[config.mk]
export PLATFORM = sky130hd
export DESIGN_NAME = prog_mod_counter
export DESIGN_NICKNAME = d
export VERILOG_FILES = /design/src/rtl/prog_counter_pkg.sv /design/src/rtl/tick_prescaler.sv /design/src/rtl/prog_mod_counter.sv
export SDC_FILE = /design/constraint.sdc
export NUM_CORES = 1
export LEC_CHECK = 0
export ABC_CLOCK_PERIOD_IN_PS = 5700
export BUFFER_PORTS_ARGS = -buffer_cell sky130_fd_sc_hd__buf_2
export CAP_MARGIN = 20
export CORE_UTILIZATION = 55
export CTS_CLUSTER_SIZE = 8
export DETAILED_ROUTE_END_ITERATION = 8
export PLACE_DENSITY_LB_ADDON = 0.05
export SYNTH_ARGS = -nofsm -noshare
export SYNTH_HDL_FRONTEND = slang
export SYNTH_SLANG_ARGS = --single-unit
[constraint.sdc]
create_clock -name clk -period 5.7 [get_ports clk]
set_clock_uncertainty 0.15 [all_clocks]
set_input_delay 0.57 -clock clk [delete_from_list [all_inputs] [get_ports clk]]
set_output_delay 0.57 -clock clk [all_outputs]
set_load 0.03 [all_outputs]
[src/rtl/prog_counter_pkg.sv]
// Shared types and default sizing for the programmable-modulus counter.
package prog_counter_pkg;

    typedef enum logic [1:0] {UP, DOWN, UP_SAT, DOWN_SAT} cnt_mode_t;

    localparam int DEFAULT_WIDTH      = 4;
    localparam int DEFAULT_PRESCALE_W = 8;

endpackage

[src/rtl/tick_prescaler.sv]
// Divides enabled cycles into ticks: one tick every prescale+1 enabled cycles.
module tick_prescaler
    import prog_counter_pkg::*;
#(
    parameter int PRESCALE_W = DEFAULT_PRESCALE_W
) (
    input  logic                  clk,
    input  logic                  reset,
    input  logic                  en,
    input  logic                  clr,
    input  logic [PRESCALE_W-1:0] prescale,
    output logic                  tick
);

    localparam logic [PRESCALE_W-1:0] PRE_ONE = PRESCALE_W'(1);

    logic [PRESCALE_W-1:0] pre_cnt;

    // clr (a load) suppresses the tick so the load alone defines the next count.
    assign tick = en && !clr && (pre_cnt == prescale);

    always_ff @(posedge clk) begin
        if (reset) begin
            pre_cnt <= '0;
        end else if (clr) begin
            pre_cnt <= '0;
        end else if (en) begin
            if (pre_cnt == prescale) begin
                pre_cnt <= '0;
            end else begin
                pre_cnt <= pre_cnt + PRE_ONE;
            end
        end
    end

endmodule

[src/rtl/prog_mod_counter.sv]
// Programmable-modulus up/down counter with wrap or saturate modes, load,
// prescaled stepping, a terminal-count pulse and a sticky overflow flag.
module prog_mod_counter
    import prog_counter_pkg::*;
#(
    parameter int WIDTH      = DEFAULT_WIDTH,
    parameter int PRESCALE_W = DEFAULT_PRESCALE_W
) (
    input  logic                  clk,
    input  logic                  reset,
    input  logic                  en,
    input  cnt_mode_t             mode,
    input  logic [WIDTH-1:0]      limit,
    input  logic [PRESCALE_W-1:0] prescale,
    input  logic                  load,
    input  logic [WIDTH-1:0]      load_val,
    input  logic                  clear_ovf,
    output logic [WIDTH-1:0]      count,
    output logic                  tc,
    output logic                  ovf
);

    localparam logic [WIDTH-1:0] ONE = WIDTH'(1);

    logic             tick;
    logic [WIDTH-1:0] count_nxt;
    logic             tc_nxt;
    logic             ovf_set;

    tick_prescaler #(.PRESCALE_W(PRESCALE_W)) u_prescaler (
        .clk      (clk),
        .reset    (reset),
        .en       (en),
        .clr      (load),
        .prescale (prescale),
        .tick     (tick)
    );

    // Limit compares come before any +/-1, so the WIDTH-bit arithmetic never wraps.
    always_comb begin
        count_nxt = count;
        tc_nxt    = 1'b0;
        ovf_set   = 1'b0;
        if (load) begin
            count_nxt = (load_val > limit) ? limit : load_val;
        end else if (tick) begin
            case (mode)
                UP: begin
                    if (count >= limit) begin
                        count_nxt = '0;
                        tc_nxt    = 1'b1;
                        ovf_set   = 1'b1;
                    end else begin
                        count_nxt = count + ONE;
                    end
                end
                DOWN: begin
                    if (count == '0) begin
                        count_nxt = limit;
                        tc_nxt    = 1'b1;
                        ovf_set   = 1'b1;
                    end else begin
                        count_nxt = count - ONE;
                    end
                end
                UP_SAT: begin
                    if (count < limit) begin
                        count_nxt = count + ONE;
                        tc_nxt    = ((count + ONE) == limit);
                    end else begin
                        count_nxt = limit;
                        ovf_set   = 1'b1;
                    end
                end
                default: begin
                    if (count != '0) begin
                        count_nxt = count - ONE;
                        tc_nxt    = (count == ONE);
                    end else begin
                        ovf_set   = 1'b1;
                    end
                end
            endcase
        end
    end

    always_ff @(posedge clk) begin
        if (reset) begin
            count <= '0;
            tc    <= 1'b0;
            ovf   <= 1'b0;
        end else begin
            count <= count_nxt;
            tc    <= tc_nxt;
            // A set event in the same cycle as clear_ovf wins.
            ovf   <= ovf_set | (ovf & ~clear_ovf);
        end
    end

endmodule

-- After elaboration in Yosys (flattened, before gate mapping)
Index checks and enable logic that the tools add are counted.
- add/sub/neg operators: 3
- magnitude comparators: 3
- eq/ne operators: 5
- mux-type cells: 19
- bitwise gates (word level): 4
- reductions and logical operators: 11
- operator list (operator ; count):
    $mux 4 ; 7
    $pmux 4 s3 ; 1
    $add 8x1->8 const B ; 1
    $eq 8x8->1 ; 1
    $mux 1 ; 8
    $mux 8 ; 1
    $pmux 1 s3 ; 2
    $reduce_bool 5->1 ; 1
    $add 4x1->4 const B ; 1
    $eq 4x1->1 const B ; 1
    $eq 4x4->1 ; 1
    $ge 4x4->1 ; 1
    $gt 4x4->1 ; 1
    $logic_not 4->1 ; 1
    $lt 4x4->1 ; 1
    $reduce_bool 4->1 ; 1
    $sub 4x1->4 const B ; 1
    $reduce_or 3->1 ; 1
    $eq 2x1->1 const B ; 1
    $eq 2x2->1 const B ; 1
    $logic_and 1x1->1 ; 2
    $logic_not 2->1 ; 1
    $not 1->1 ; 2
    $reduce_and 2->1 ; 1
    5 further kinds ; 5
- flip-flop bits (word level): 14
- input bits: 23
- output and inout port bits: 6

-- Depth between registers and ports, before layout
Gate-level depths: netlist of the first run.
- depth in word-level cells: 6
- gate-level depth with buffers: 8
- mapped depth without buffers: 8

-- Modules after synthesis
From an unflattened synthesis of the first run, not the netlist that was laid out.
- cells, all modules: 168
- area total of the unflattened synthesis: 1373.8 um2
- modules (own cells, without submodules) (module ; times used ; cells an instance ; area an instance (um2) ; sequential area each (um2)):
    prog_mod_counter ; 1 ; 119 ; 938.4 ; 120.1
    tick_prescaler ; 1 ; 49 ; 435.4 ; 160.2

-- Worst setup path before layout of the first run
OpenSTA, ideal clock, no wires.
- path kind: input port to flip-flop
- from: input port limit[1]
- to: register count[3]
- arrival: 2.316 ns
- setup slack: 3.148 ns
- stages on the path: 8
- buffers on the path: 0
- cells stage by stage: inv_1 ha_1 nor2b_4 o211a_4 or3_4 or3_1 o2111a_1 a221oi_2
- cells in the longest elaborated chain, start to end: 5
- ends and longest elaborated chain (what ; RTL line ; RTL):
    start, declared ; prog_mod_counter.sv:13 ; input logic [WIDTH-1:0] limit,
    $lt 4x4->1 / $ge 4x4->1 (equally long branches) ; prog_mod_counter.sv:67, prog_mod_counter.sv:49 ;
    $mux 4 (on tied branches) ; prog_mod_counter.sv:67, prog_mod_counter.sv:49 ;
    $pmux 4 s3 ; prog_mod_counter.sv:47 ; case (mode)
    $mux 4 ; prog_mod_counter.sv:46 ; end else if (tick) begin
    $mux 4 * ; prog_mod_counter.sv:44 ; if (load) begin
    end signal, assigned ; prog_mod_counter.sv:93 ; count <= count_nxt;
    end, declared ; prog_mod_counter.sv:18 ; output logic [WIDTH-1:0] count,
Every way passes the cells marked *; elsewhere a longest branch is shown, timed or not. The select of a mux whose other input is x is not followed.
A chain may end at the register's enable or synchronous reset.

-- Worst setup path after layout of the first run
Ends and elaborated chain as after synthesis.

==> impl_metrics.json, run 1 <==
{
  "grt_overflow": 0,
  "routabilityCongestion": 0.9635,
  "fmax_mhz": 387.7,
  "fill_cells": 205,
  "min_path_type": "reg2reg",
  "fin_area_mm2": 0.001489,
  "async_flop_share_pct": 0,
  "reg2reg_to": "count[3]",
  "drc_errors": 0,
  "die_w_um": 50.71,
  "vias": 1264,
  "synth_area_leaders": "dfxtp_1 21%, ha_1 15%, xor2_1 8.1%",
  "synth_nets": 197,
  "diodes": 0,
  "holdBufCountCts": 0,
  "power.leakage_uw": 0.0006827,
  "cts_num_sinks": 14,
  "cts_setup_buffers": 0,
  "synth_top_cell_area_share_pct": 21.48,
  "final_antenna_net_count": 0,
  "path_class": "in2reg",
  "syn_avg_cell_area_um2": 8.260,
  "p_seq_share_pct": 41.9,
  "p_switching_uw": 87.81,
  "rsz0062_at_grt": "false",
  "cts_resized": 0,
  "critPathLaunchType": "input pin",
  "hold_viol": 0,
  "die_area_mm2": 0.002572,
  "period_needed_ns": 2.579,
  "required_ns": 5.73,
  "clock_path_buffers": 2,
  "vias_per_cell": 5.907,
  "ys.flop_type": "dfxtp_1",
  "syn-cell-area_mm2": 0.001305,
  "min_from": "ovf",
  "cts-buffers-inserted": 3,
  "grt_pass1_wl_mm": 5.009,
  "h-tree-depth": 1,
  "grt_max_degree": 10,
  "slowest_delay_ns": 0.41,
  "place_area_mm2": 0.001466,
  "power_switching_share_pct": 34.39,
  "slew_headroom_pct": 69.20,
  "clkSlewWorstSetupHoldPaths_ns": 0.08,
  "hold_path_depth": 2,
  "worstPathMaxFanout": 5,
  "coreArea_mm2": 0.002233,
  "critical_path.endpoint_type": "flip-flop",
  "path_cells": "buf_2 > inv_1 > ha_1 > nor2b_4 > o211a_4 > or3_4 > or3_1 > o2111a_1 > a221oi_2",
  "port_buffers": 28,
  "power.density_mw_per_mm2": 171.5,
  "synth_common_cells": "17 x nor2_1, 16 x ha_1, 14 x dfxtp_1, 14 x inv_1, 12 x xor2_1",
  "status": "completed",
  "ir_worst_vdd_mv": 0.1101,
  "worst_slew_pin_slew_ns": 0.4620,
  "regArea_um2": 280.3,
  "tns_ns": 0,
  "nNetsFinal": 227,
  "wl_mm": 3.015,
  "area_growth_pct": 14.09,
  "dr.pass1.iters": 4,
  "timing.max_cap.violations": 0,
  "antenna_found_initial": 0,
  "ys_warn_count": 0,
  "rows": 17,
  "start_util_pct": 58.43,
  "arrival_ns": 2.61,
  "fp.dieH_um": 50.71,
  "yosysTopAreaCell": "dfxtp_1",
  "synth_edf_count": 0,
  "ff2ff_path_depth": 7,
  "detail_route.wl_per_cell_um": 14.09,
  "drv_slew": 0,
  "combPwrFrac_pct": 36.9,
  "crit_slowest_cell": "or3_4",
  "grt_pass1_vias": 1163,
  "regToRegStartpoint": "count[1]",
  "synth_seq_cells": 14,
  "drt_iter0_markers": 78,
  "holdWs_ns": 0.3252,
  "drive_gt1_share_pct": 22.58,
  "io_pins": 29,
  "cts-root-buf": "clkbuf_4",
  "regToRegSetupSlack_ns": 3.12,
  "ys_types": 41,
  "grt_usage_pct": 25.47,
  "dp_hpwl_mm": 2.439,
  "cts_tree": "yes",
  "p_int_uw": 167.5,
  "finalSetupViolCount": 0,
  "insertion_delay_ns": 0.27,
  "pwr-share-clk_pct": 21.2,
  "ys_seq_area_share_pct": 21.48,
  "synthCells": 158,
  "period_share_pct": 45.25,
  "multiInputGateArea_um2": 958.4,
  "synth_most_common_cell": "nor2_1",
  "hold_path_end": "ovf",
  "place_inst": 211,
  "fin_cells": 214
}
## logic make-up after synthesis
logic type	count (synthesis)	share of synthesized area, %
AO/OA/AOI/OAI	34	18.70
adder cells (fa/ha/maj)	16	15.34
buffers and inverters	17	5.081
XOR/XNOR	22	14.76
AND/OR/NAND/NOR	51	21.29
multiplexers	4	3.356
flip-flops	14	21.48
## state kept, by name, summed over array words and instances, names as in the netlist
| signal | count |
|---|---|
| count | 4 |
| u_prescaler.pre_cnt | 8 |
| tc | 1 |
| ovf | 1 |
## power groups by stage
| stage | sequential (uW) | clock [uW] | combinational (uW) |
|---|---|---|---|
| finish | 107 | 54.1 | 94.2 |
| global placement | 109 | 0 | 90.2 |
| detailed placement | 109 | 0 | 92.0 |
| floorplan | 112 | 0 | 62.8 |
| global route | 108 | 59.2 | 103 |
| CTS | 107 | 55.5 | 92.6 |
## critical path, delay by kind of cell
| family | cells | cell delay (ns) |
|---|---|---|
| compound gates | 3 | 0.63 |
| fa+ha+maj | 1 | 0.31 |
| buf+inv | 2 | 0.19 |
| simple gates | 3 | 0.91 |
## worst max-delay path by stage
stage	slack [ns]	end	startpoint	depth (start not counted)
after floorplan	3.15	count[3]	limit[1]	8
after global placement	2.95	count[3]	limit[1]	9
after detailed placement	2.87	count[3]	limit[1]	9
after CTS	3.15	count[3]	limit[1]	9
after global routing	3.02	count[3]	limit[1]	9
final	3.12	count[3]	limit[1]	9
## cell usage in the layout (no fill, tap or decap), drive strengths merged
cell	n
nor3	3
buf	28
clkbuf	3
xor2	12
nand2	8
a221o	1
nor2	17
o2111a	1
o22a	1
mux2i	1
nor2b	4
a21o	2
or3	3
nand2b	2
mux2	3
nor4b	2
xnor2	10
a221oi	2
or2	1
a21oi	11
o211a	1
o31ai	1
nor4bb	1
and4	1
a32o	1
nand3	4
ha	16
a211oi	1
a311o	1
o22ai	1
nand4	4
a311oi	1
nor4	1
inv	14
dfxtp	14
o211ai	2
o21ai	7
## cell type report
| class | instances | share of cell area [%] |
|---|---|---|
| Clock buffer | 3 | 1.513 |
| Sequential cell | 14 | 18.82 |
| Inverter | 14 | 3.529 |
| Timing Repair Buffer | 28 | 9.412 |
| Tap cell | 28 | 2.353 |
| Multi-Input combinational cell | 127 | 64.37 |
## per-stage QoR
stage	setup WS [ns]	util [%]	total power, uW
after floorplan	3.148	-	174.5
after global placement	2.954	65.66	199.0
after detailed placement	2.867	65.66	201.5
after CTS	3.151	66.67	255.2
after global routing	3.023	66.67	270.3
final	3.121	66.67	255.3
## layer usage
layer / share of wire, % / up-vias / global-route usage (%)
li1: - / 611 / -
met1: 47 / 591 / 36.13
met2: 45 / 60 / 40.00
met3: 8.3 / 2 / 5.152
met4: 0.23 / 0 / 4.167
met5: 0 / - / 0
Power figures use the tool's default switching activity.
==> run 2: changes to the inputs <==
--- a/config.mk
+++ b/config.mk
@@ -5,10 +5,10 @@
 export SDC_FILE = /design/constraint.sdc
 export NUM_CORES = 1
 export LEC_CHECK = 0
-export ABC_CLOCK_PERIOD_IN_PS = 5700
+export ABC_CLOCK_PERIOD_IN_PS = 2200
 export BUFFER_PORTS_ARGS = -buffer_cell sky130_fd_sc_hd__buf_2
 export CAP_MARGIN = 20
-export CORE_UTILIZATION = 55
+export CORE_UTILIZATION = 49
 export CTS_CLUSTER_SIZE = 8
 export DETAILED_ROUTE_END_ITERATION = 8
 export PLACE_DENSITY_LB_ADDON = 0.05
==> constraint.sdc (replaced) <==
create_clock -name clk -period 2.2 [get_ports clk]
set_clock_uncertainty 0.15 [all_clocks]
set_input_delay 0.22 -clock clk [delete_from_list [all_inputs] [get_ports clk]]
set_output_delay 0.22 -clock clk [all_outputs]
set_load 0.03 [all_outputs]
==> impl_metrics.json, run 2 (synthesis gave the netlist of run 1 again) <==
{
  "drv_slew": 0,
  "die_area_mm2": 0.002874,
  "cts-root-buf": "clkbuf_4",
  "grt_pass1_vias": 1249,
  "status": "completed",
  "final_antenna_net_count": 0,
  "drive_gt1_share_pct": 39.07,
  "p_int_uw": 532.2,
  "vias": 1394,
  "arrival_ns": 2.26,
  "clock_path_buffers": 2,
  "wl_mm": 3.555,
  "cts-buffers-inserted": 3,
  "grt_pass1_wl_mm": 5.678,
  "grt_usage_pct": 27.78,
  "grt_max_degree": 9,
  "io_pins": 29,
  "critPathLaunchType": "flip-flop",
  "period_needed_ns": 2.197,
  "slowest_delay_ns": 0.40,
  "cts_tree": "yes",
  "final_cell_mix": "28 x buf_2, 28 x buf_4, 17 x nor2_1",
  "crit_slowest_cell": "dfxtp_4",
  "hold_viol": 0,
  "p_switching_uw": 269.1,
  "crit_family": "simple AND/OR/NAND/NOR gates",
  "crit_buf_inv": 0,
  "setup_slack_ns": 0.003215,
  "antenna_found_initial": 0,
  "port_buffers": 28,
  "dr.pass1.iters": 4,
  "cts_num_sinks": 14,
  "min_path_type": "in2reg",
  "path_cells": "ha_4 > nor2b_4 > o211a_4 > or3_4 > or3_4 > o2111a_1 > a221oi_2",
  "combPwrFrac_pct": 42.0,
  "fp.dieH_um": 53.61,
  "holdWs_ns": 0.01829,
  "vias_per_cell": 5.690,
  "diodes": 0,
  "slew_headroom_pct": 69.98,
  "path_common_cell": "or3_4",
  "worst_slew_pin_slew_ns": 0.4503,
  "power_switching_share_pct": 33.58,
  "fmax_mhz": 455.2,
  "reg.largest.list": "u_prescaler.pre_cnt x8, count x4",
  "rsz0062_at_grt": "true",
  "power.leakage_uw": 0.0008343,
  "worstPathMaxFanout": 4,
  "area_growth_pct": 37.68,
  "routabilityCongestion": 0.9705,
  "required_ns": 2.26,
  "coreArea_mm2": 0.002500,
  "final_util_pct": 71.87,
  "pwr-share-clk_pct": 24.3,
  "critical_path.endpoint_type": "flip-flop",
  "regMostFlops": "u_prescaler.pre_cnt",
  "ir_worst_vdd_mv": 0.3709,
  "die_w_um": 53.61,
  "clkSlewWorstSetupHoldPaths_ns": 0.10,
  "dp_hpwl_mm": 2.935,
  "grt_overflow": 0,
  "path_class": "reg2reg",
  "p_seq_share_pct": 33.7,
  "power.density_mw_per_mm2": 446.0,
  "drt_iter0_markers": 42,
  "post-place-ws_ns": -0.1142,
  "h-tree-depth": 1,
  "largest_register_ffs": 8,
  "timing.max_cap.violations": 0,
  "drc_errors": 0,
  "detail_route.wl_per_cell_um": 14.51,
  "holdBufCountCts": 0,
  "finalSetupViolCount": 0,
  "insertion_delay_ns": 0.29,
  "start_util_pct": 52.20,
  "nNetsFinal": 255,
  "period_share_pct": 99.85,
  "rows": 18
}
[run 2: per-layer routing]
| metal | GRT usage (%) | vias to the layer above | part of all wire, % |
|---|---|---|---|
| li1 | - | 673 | - |
| met1 | 36.91 | 648 | 46 |
| met2 | 45.42 | 59 | 45 |
| met3 | 5.932 | 14 | 7.2 |
| met4 | 6.579 | 0 | 2.3 |
| met5 | 0 | - | 0 |
[run 2: repair_timing]
| item | in CTS | in global routing |
|---|---|---|
| buffers inserted | 1 | 0 |
| hold endpoints to repair | 0 | 0 |
| pin swaps | 6 | 1 |
| setup endpoints to repair | 2 | 6 |
| resized for setup | 2 | 8 |
[run 2: power groups by stage]
stage	Combinational, uW	Clock, uW	Sequential (uW)
final	336	195	270
after global routing	368	208	271
after CTS	315	193	269
after detailed placement	310	0	275
after global placement	301	0	274
after floorplan	165	0	291
[run 2: layout make-up]
| class | count | area, um^2 |
|---|---|---|
| multi-input combinational | 127 | 1027 |
| fill | 201 | 703.2 |
| timing repair buffer | 56 | 350.3 |
| sequential | 14 | 292.8 |
| inverter | 14 | 52.55 |
| tap | 30 | 37.54 |
| clock buffer | 4 | 36.28 |
[run 2: worst paths after layout]
kind / from / endpoint / slack, ns / cells after the start
worst max-delay path: count[1] / count[3] / 0.003 / 7
worst max register to register: count[1] / count[3] / 0.003 / 7
worst min-delay path: reset / ovf / 0.02 / 2
worst min register to register: ovf / ovf / 0.33 / 2
[run 2: stage by stage]
stage	cells	total power, uW	setup TNS, ns	area [um^2]
2_1_floorplan	158	455.6	-0.04467	1330
3_3_place_gp	240	574.9	-0.09291	1697
3_5_place_dp	240	584.5	-0.3524	1697
4_1_cts	245	777.3	0	1743
5_1_grt	245	846.5	-0.07401	1797
6_report	245	801.3	0	1797
==> run 3: changes to the inputs <==
--- a/config.mk
+++ b/config.mk
@@ -8,6 +8,7 @@
 export ABC_CLOCK_PERIOD_IN_PS = 2200
 export BUFFER_PORTS_ARGS = -buffer_cell sky130_fd_sc_hd__buf_2
 export CAP_MARGIN = 20
+export CORE_MARGIN = 2
 export CORE_UTILIZATION = 49
 export CTS_CLUSTER_SIZE = 8
 export DETAILED_ROUTE_END_ITERATION = 8
==> impl_metrics.json, run 3 (synthesis gave the netlist of run 1 again) <==
{
  "status": "completed",
  "required_ns": 2.26,
  "drv_slew": 0,
  "cts_tree": "yes",
  "drt_iter0_markers": 48,
  "min_path_type": "in2reg",
  "timing.max_cap.violations": 0,
  "path_class": "reg2reg",
  "port_buffers": 28,
  "worstPathMaxFanout": 4,
  "hold_viol": 0,
  "rsz0062_at_grt": "true",
  "cts_num_sinks": 14,
  "grt_pass1_wl_mm": 5.664,
  "io_pins": 29,
  "dr.pass1.iters": 4,
  "cts-buffers-inserted": 3,
  "area_growth_pct": 33.17,
  "regMostFlops": "u_prescaler.pre_cnt",
  "clock_path_buffers": 2,
  "rows": 18,
  "worst_slew_pin_slew_ns": 0.4544,
  "largest_register_ffs": 8,
  "ir_worst_vdd_mv": 0.5083,
  "grt_pass1_vias": 1217,
  "diodes": 0,
  "start_util_pct": 52.20,
  "reg2reg_to": "count[1]",
  "regToRegSetupSlack_ns": 0.03,
  "finalSetupViolCount": 0,
  "regToRegStartpoint": "count[1]",
  "die_w_um": 55.61,
  "holdWs_ns": 0.02643,
  "grt_max_degree": 9,
  "ff2ff_path_depth": 7,
  "holdBufCountCts": 0,
  "drive_gt1_share_pct": 35.89,
  "tns_ns": 0,
  "fill_cells": 203,
  "die_area_mm2": 0.003092,
  "vias": 1345,
  "insertion_delay_ns": 0.28,
  "regArea_um2": 292.8,
  "final_cell_mix": "28 x buf_2, 22 x buf_4, 16 x nor2_1, 13 x inv_1, 13 x ha_1",
  "slew_headroom_pct": 69.28,
  "cts-root-buf": "clkbuf_4",
  "fp.dieH_um": 55.61,
  "routabilityCongestion": 0.9939,
  "period_needed_ns": 2.175,
  "critPathLaunchType": "flip-flop",
  "clkSlewWorstSetupHoldPaths_ns": 0.09,
  "drc_errors": 0,
  "path_cells": "ha_4 > nor2b_4 > o211a_4 > or3_4 > a21o_2 > a221o_1 > a21oi_1",
  "post-place-ws_ns": -0.06694,
  "h-tree-depth": 1,
  "hold_path_depth": 2,
  "period_share_pct": 98.85,
  "wl_mm": 3.461,
  "reg.largest.list": "u_prescaler.pre_cnt x8, count x4",
  "min_from": "reset",
  "grt_usage_pct": 22.83,
  "final_antenna_net_count": 0,
  "grt_overflow": 0,
  "fmax_mhz": 459.8,
  "multiInputGateArea_mm2": 0.001013,
  "arrival_ns": 2.24,
  "hold_path_end": "ovf",
  "setup_slack_ns": 0.02536,
  "vias_per_cell": 5.628,
  "detail_route.wl_per_cell_um": 14.48,
  "dp_hpwl_mm": 2.903,
  "crit_slowest_cell": "dfxtp_4",
  "power.leakage_uw": 0.0008037,
  "slowest_delay_ns": 0.39,
  "power.density_mw_per_mm2": 443.4,
  "layout_commonest_cell": "buf_2",
  "coreArea_mm2": 0.002500,
  "critical_path.endpoint_type": "flip-flop",
  "nNetsFinal": 249,
  "antenna_found_initial": 0
}
==> run 3: critical path, delay by kind of cell (launching register included) <==
kind	cells	cell delay (ns)
compound gates	4	0.89
fa+ha+maj	1	0.21
flops	1	0.39
simple gates	2	0.45
==> run 3: worst max-delay path by stage <==
stage	startpoint	end	slack (ns)	cells past startpoint
5_1_grt	count[1]	count[3]	-0.009	7
6_report	count[1]	count[1]	0.03	7
3_3_place_gp	limit[1]	count[3]	-0.03	9
2_1_floorplan	count[0]	count[3]	-0.04	8
4_1_cts	count[0]	count[1]	0.002	8
3_5_place_dp	limit[1]	count[3]	-0.07	9
==> run 3: power breakdown <==
part / total [uW] / switching [uW] / internal, uW
clock: 182 / 81.6 / 101
sequential: 270 / 8.74 / 261
combinational: 318 / 160 / 159
total: 771 / 250 / 521
==> run 3: layout make-up <==
class	instances	share of cell area [%]
Multi-Input combinational cell	127	58.32
Timing Repair Buffer	50	17.57
Sequential cell	14	16.85
Inverter	14	3.024
Tap cell	30	2.160
Clock buffer	4	2.088
==> run 3: routing by layer <==
metal | vias to the layer above | global-route usage (%) | part of all wire, %
met5 | - | 0 | 0
met2 | 62 | 36.39 | 45
met3 | 8 | 5.116 | 8.0
li1 | 661 | - | -
met4 | 0 | 5.226 | 1.3
met1 | 614 | 31.34 | 45
==> run 3: through the flow <==
stage	std cells	util [%]	power (uW)	instance area (um^2)
after global routing	239	69.52	813.0	1738
after CTS	239	68.82	764.8	1720
after floorplan	158	-	455.6	1330
after detailed placement	234	66.07	571.9	1652
after global placement	234	66.07	566.8	1652
final	239	69.52	770.6	1738
==> run 3: repair_timing <==
action / in CTS / in global routing
endpoints found under the setup margin: 3 / 4
resized for setup: 2 / 4
gates cloned: 0 / 0
pin swaps: 6 / 4
setup buffers: 1 / 0
